`src/rtl/regfile_wr_arbiter.sv`:
```
// Register-file write-port arbiter: pipeline writeback has fixed priority, and
// multicycle results are queued in a FIFO that a starvation stall guarantees to drain.
module regfile_wr_arbiter #(
  parameter int DEPTH    = 4,
  parameter int MAX_WAIT = 8,
  parameter int ADDR_W   = 5,
  parameter int DATA_W   = 32
) (
  input  logic                     clk,
  input  logic                     rst,
  input  logic                     wb_we,
  input  logic [ADDR_W-1:0]        wb_rd,
  input  logic [DATA_W-1:0]        wb_data,
  input  logic                     mc_valid,
  output logic                     mc_ready,
  input  logic [ADDR_W-1:0]        mc_rd,
  input  logic [DATA_W-1:0]        mc_data,
  output logic                     WE3,
  output logic [ADDR_W-1:0]        AD3,
  output logic [DATA_W-1:0]        WD3,
  output logic                     stall_o,
  output logic [$clog2(DEPTH):0]   mc_count,
  output logic                     proto_err
);

  localparam int PTR_W  = $clog2(DEPTH);
  localparam int CNT_W  = PTR_W + 1;
  localparam int WAIT_W = $clog2(MAX_WAIT + 1);

  logic [ADDR_W-1:0] r_mem_rd   [DEPTH];
  logic [DATA_W-1:0] r_mem_data [DEPTH];
  logic [PTR_W-1:0]  r_head;
  logic [PTR_W-1:0]  r_tail;
  logic [CNT_W-1:0]  r_count;
  logic [WAIT_W-1:0] r_starve;
  logic              r_stall;
  logic              r_proto_err;

  logic              w_wb_hit;
  logic              w_nonempty;
  logic              w_pop;
  logic              w_push;
  logic [WAIT_W-1:0] w_starve_nxt;

  assign w_wb_hit   = wb_we && (wb_rd != '0);
  assign w_nonempty = (r_count != '0);
  assign w_pop      = w_nonempty && !w_wb_hit;
  // Ready is a pure function of occupancy, so a same-cycle pop never frees a slot early.
  assign mc_ready   = (r_count < CNT_W'(DEPTH));
  // rd=0 results complete the handshake but are never stored.
  assign w_push     = mc_valid && mc_ready && (mc_rd != '0);

  assign stall_o   = r_stall;
  assign mc_count  = r_count;
  assign proto_err = r_proto_err;

  // NOTE: every combinational output gets a default first so no latch is inferred.
  always_comb begin
    WE3 = 1'b0;
    AD3 = '0;
    WD3 = '0;
    if (w_wb_hit) begin
      WE3 = 1'b1;
      AD3 = wb_rd;
      WD3 = wb_data;
    end else if (w_nonempty) begin
      WE3 = 1'b1;
      AD3 = r_mem_rd[r_head];
      WD3 = r_mem_data[r_head];
    end
  end

  always_comb begin
    w_starve_nxt = r_starve;
    if (w_pop || !w_nonempty)
      w_starve_nxt = '0;
    else if (w_wb_hit && (r_starve != WAIT_W'(MAX_WAIT)))
      w_starve_nxt = r_starve + 1'b1;
  end

  // NOTE: the storage array has no reset; the pointers and count alone define validity.
  always_ff @(posedge clk) begin
    if (w_push) begin
      r_mem_rd[r_tail]   <= mc_rd;
      r_mem_data[r_tail] <= mc_data;
    end
  end

  // NOTE: sequential state uses non-blocking assignments so all registers update together.
  always_ff @(posedge clk or negedge rst) begin
    if (!rst) begin
      r_head      <= '0;
      r_tail      <= '0;
      r_count     <= '0;
      r_starve    <= '0;
      r_stall     <= 1'b0;
      r_proto_err <= 1'b0;
    end else begin
      if (w_push) r_tail <= r_tail + 1'b1;
      if (w_pop)  r_head <= r_head + 1'b1;
      case ({w_push, w_pop})
        2'b10:   r_count <= r_count + 1'b1;
        2'b01:   r_count <= r_count - 1'b1;
        default: r_count <= r_count;
      endcase
      r_starve <= w_starve_nxt;
      if (w_pop)
        r_stall <= 1'b0;
      else if (w_starve_nxt == WAIT_W'(MAX_WAIT))
        r_stall <= 1'b1;
      if (w_wb_hit && r_stall)
        r_proto_err <= 1'b1;
    end
  end

endmodule

```
`config.mk`:
```
export PLATFORM = sky130hd
export DESIGN_NAME = regfile_wr_arbiter
export DESIGN_NICKNAME = d
export VERILOG_FILES = /design/src/rtl/regfile_wr_arbiter.sv
export SDC_FILE = /design/constraint.sdc
export NUM_CORES = 1
export LEC_CHECK = 0
export BUFFER_PORTS_ARGS = -buffer_cell sky130_fd_sc_hd__buf_2
export CORE_MARGIN = 2
export CORE_UTILIZATION = 50
export CTS_CLUSTER_SIZE = 24
export DETAILED_ROUTE_END_ITERATION = 8
export PLACE_DENSITY = 0.72
export SLEW_MARGIN = 20
export SYNTH_ARGS = -nofsm -noshare
export SYNTH_HDL_FRONTEND = slang
export SYNTH_SLANG_ARGS = --single-unit
```
`constraint.sdc`:
```
create_clock -name clk -period 2.22 [get_ports clk]
set_input_delay 0.222 -clock clk [delete_from_list [all_inputs] [get_ports clk]]
set_output_delay 0.222 -clock clk [all_outputs]
set_load 0.02 [all_outputs]
```
==> flow_summary.toml <==
[outcome]
outcome = "finished, final reports clean"

[timing]
slew_headroom_pct = 68.2
timing.fmax_mhz = 455
final_hold_vios = 0
final_skew_ps = 8.48
transition_time_of_the_tightest_slew_check_pin_ps = 478
final_period_minus_worst_setup_slack_ps = 2200
hold_slack_ps = 17.3
final-setup-viol-count = 0
unrepaired_setup_endpoints_after_global_routing = "true"
final.period_utilization_pct = 99.0
final_max_slew_viol_count = 0
final_setup_slack_of_the_worst_path_ps = 22.9

[logic_synthesis]
postSynthNetCount = 472
synth.cell_area_um2 = 6620
postSynthRegisterBits = 161
postSynthAreaPerCell_um2 = 17.1
seq_area_frac_synth_pct = 72.1
synth-warning-count = 0
netlist-cell-type-count = 35
netlist_instances = 386

[cts]
tritoncts_num_sinks = 161
clock_slew_at_reported_path_ffs_ps = 60
root_buffer = "sky130_fd_sc_hd__clkbuf_16"
cts_buffers = 17
clk-insertion-delay-late_ps = 430
max-clock-path-buffers = 2
tritoncts = "done"
ctsHtreeMaxLevel = 4

[drt]
wirelength_um = 13800
vias = 3906
avgRoutedWirePerCell_um = 18.4
first_pass_drt_iterations = 4
dr.first_iter.drc_count = 235
drt.antenna.violating_nets = 0
number_of_design_rule_violations_left_after_detail_routing = 0
drt-vias-per-instance = 5.21

[worst_setup_path]
critical_path.endpoint_type = "primary output"
timing.rr.start = "mc_count[0]"
worstReg2RegEnd = "mc_count[1]"
r2r_setup_slack_ps = 360
critPathMaxFanout = 9
critical_path.slowest_cell = "sky130_fd_sc_hd__mux4_2"
timing.critical_path.slowest_cell_delay_ps = 520
worst_endpoint_data_arrival_time_ps = 1980
worst_ep_required_time_ps = 2000
start_kind = "flop"
crit_chain = "buf_6 -> clkbuf_16 -> mux4_2 -> nand2_1 -> o21ai_1 -> buf_2"
timing_worst_setup_path_type = "reg2out"
r2r.worst_path.cells = 7

[global_routing]
grt_pass1_vias = 3992
gr_usage_total_pct = 19.8
grt_pass1_wl_um = 20600
overflow = 0
globalRouteMet3Util_pct = 5.80
grt.met2_usage_pct = 34.2
globalRouteMet1Util_pct = 23.9
antenna_found_initial = 1
grt-busiest-layer = "met2"
grt_start_max_net_pins = 73

[finish]
final_layout_size_suffix_gt1_share_pct = 41.4
stdcell_area_um2 = 8580
final_util_pct = 65.6
seq_area_um2 = 4780
syn_to_final_growth_pct = 29.7
final_net_count = 646
multiInputGateArea_um2 = 1710
n_fill_cell = 906
layout.cells.most_common = "sky130_fd_sc_hd__edfxtp_1"
leading_cell_types_in_the_layout_fill_and_taps_excluded = "sky130_fd_sc_hd__edfxtp_1 (148), sky130_fd_sc_hd__buf_2 (119), sky130_fd_sc_hd__nand2_1 (71), sky130_fd_sc_hd__mux4_2 (37), sky130_fd_sc_hd__o21ai_0 (25)"

[job]
max_cap_violations = 0

[power_and_ir_drop]
cellPowerDensity_nw_per_um2 = 1230
power_consumption_mw = 10.5
p_leak_nw = 3.30
vdd_drop_max_uv = 619

[floorplan]
die_height_um = 119
ios = 122
initial_core_util_pct = 50.6
rows = 42
floorplan.die_area_um2 = 14200
chipWidth_um = 119
core_area_um2 = 13100

[hold_path]
hold-path-endpoint = "r_mem_data[0][12]"
min_path_cells = 1
worst_hold_startpoint = "mc_data[12]"
hold_path_class = "in2reg"

[placed_design]
dpl_wire_length_um = 8340
place_congestion = 0.747
buffer_ports.inserted = 121
placedInstanceArea_um2 = 7540
pre_cts_slack_ps = -31.0
## flip-flops by register name, indices dropped and copies added, names as in the netlist
| name | cells |
|---|---|
| proto_err | 1 |
| r_mem_data | 128 |
| r_starve | 4 |
| stall_o | 1 |
| r_mem_rd | 20 |
| r_head | 2 |
| r_tail | 2 |
| mc_count | 3 |
## how the worst max path moves through the flow
stage	end	from	slack (ps)
floorplan	mc_count[2]	wb_rd[1]	10
detailed placement	mc_count[2]	wb_rd[1]	-30
finish	WD3[8]	r_head[0]	20
global route	WD3[8]	r_head[0]	-50
CTS	AD3[4]	r_head[0]	-30
global placement	AD3[2]	wb_rd[1]	-4
## Yosys cell counts
cell type                    n  area share, %
sky130_fd_sc_hd__a31oi_1     2           0.19
sky130_fd_sc_hd__o21ai_0    26            2.0
sky130_fd_sc_hd__and2_1      4           0.38
sky130_fd_sc_hd__mux2_2      1           0.17
sky130_fd_sc_hd__mux4_2     37             13
sky130_fd_sc_hd__o311a_1     1           0.15
sky130_fd_sc_hd__nor2_1      6           0.34
sky130_fd_sc_hd__nand2b_1    1          0.095
sky130_fd_sc_hd__dfrtp_1    13            4.9
sky130_fd_sc_hd__a22o_1      2           0.26
sky130_fd_sc_hd__nand3b_1    1           0.11
sky130_fd_sc_hd__nor2_4      1           0.17
sky130_fd_sc_hd__fa_1        1           0.30
sky130_fd_sc_hd__edfxtp_1  148             67
sky130_fd_sc_hd__nand3_1     1          0.076
sky130_fd_sc_hd__o21ai_1    10           0.76
sky130_fd_sc_hd__buf_4       2           0.23
sky130_fd_sc_hd__buf_6       4           0.68
sky130_fd_sc_hd__or3_1       2           0.19
sky130_fd_sc_hd__and3_1      1          0.095
sky130_fd_sc_hd__nand2_1    75            4.3
sky130_fd_sc_hd__inv_1       9           0.51
sky130_fd_sc_hd__o21bai_1    1           0.11
sky130_fd_sc_hd__a21o_1      1           0.11
sky130_fd_sc_hd__clkbuf_1    5           0.28
sky130_fd_sc_hd__a211oi_1    1           0.11
sky130_fd_sc_hd__nor3b_1     1           0.11
sky130_fd_sc_hd__mux2i_1     2           0.30
sky130_fd_sc_hd__or4_1       1           0.11
sky130_fd_sc_hd__ha_1        7            1.3
sky130_fd_sc_hd__xor2_1      3           0.40
sky130_fd_sc_hd__nor3_1      1          0.076
sky130_fd_sc_hd__buf_2       9           0.68
sky130_fd_sc_hd__o21a_1      1           0.11
sky130_fd_sc_hd__xnor2_1     5           0.66
## logic make-up after synthesis
logic type | count (synthesis) | synth area share, %
flops | 161 | 72.1
simple gates | 95 | 6.01
compound gates | 45 | 3.78
mux | 40 | 13.1
buf+inv | 29 | 2.38
xor+xnor | 8 | 1.06
fa+ha+maj | 8 | 1.63
## what timing repair did
| item | 4_1_cts | 5_1_grt |
|---|---|---|
| endpoints found under the setup margin | 20 | 29 |
| cloned | 0 | 5 |
| pin swaps | 0 | 8 |
| endpoints found under the hold margin | 99 | 0 |
| setup buffers | 0 | 6 |
| hold buffers | 23 | 0 |
| resized for setup | 5 | 14 |
## cell type report
type	instances	area share, %
diodes	1	0.0292
clock buffers	17	4.96
clock inverters	15	1.94
inverters	9	0.394
multi-input cells	196	20.0
flip-flops and latches	161	55.6
well taps	176	2.57
repair buffers	175	14.5
## critical path: cells and delay by family (launching register included)
kind	cells	cell delay [ps]
flops	1	390
compound gates	1	50
mux	1	520
buf+inv	3	490
simple gates	1	100
## report_power, final
part / internal (mW) / total (mW) / switching, mW
clock network: 1.60 / 2.85 / 1.25
logic: 1.77 / 3.65 / 1.88
registers: 3.80 / 4.02 / 0.218
total: 7.17 / 10.5 / 3.35
## routing by layer
layer | routed length, um | up-vias
met5 | 0 | -
met2 | 7320 | 131
met3 | 853 | 15
li1 | - | 1833
met4 | 156 | 0
met1 | 5450 | 1927
## metrics by stage
| stage | TNS (ps) | instances |
|---|---|---|
| 3_3_place_gp | -3.66 | 683 |
| 2_1_floorplan | 0 | 386 |
| 4_1_cts | -29.6 | 738 |
| 6_report | 0 | 750 |
| 3_5_place_dp | -38.3 | 683 |
| 5_1_grt | -653 | 749 |
No activity file was read; power rests on OpenSTA's default activity.
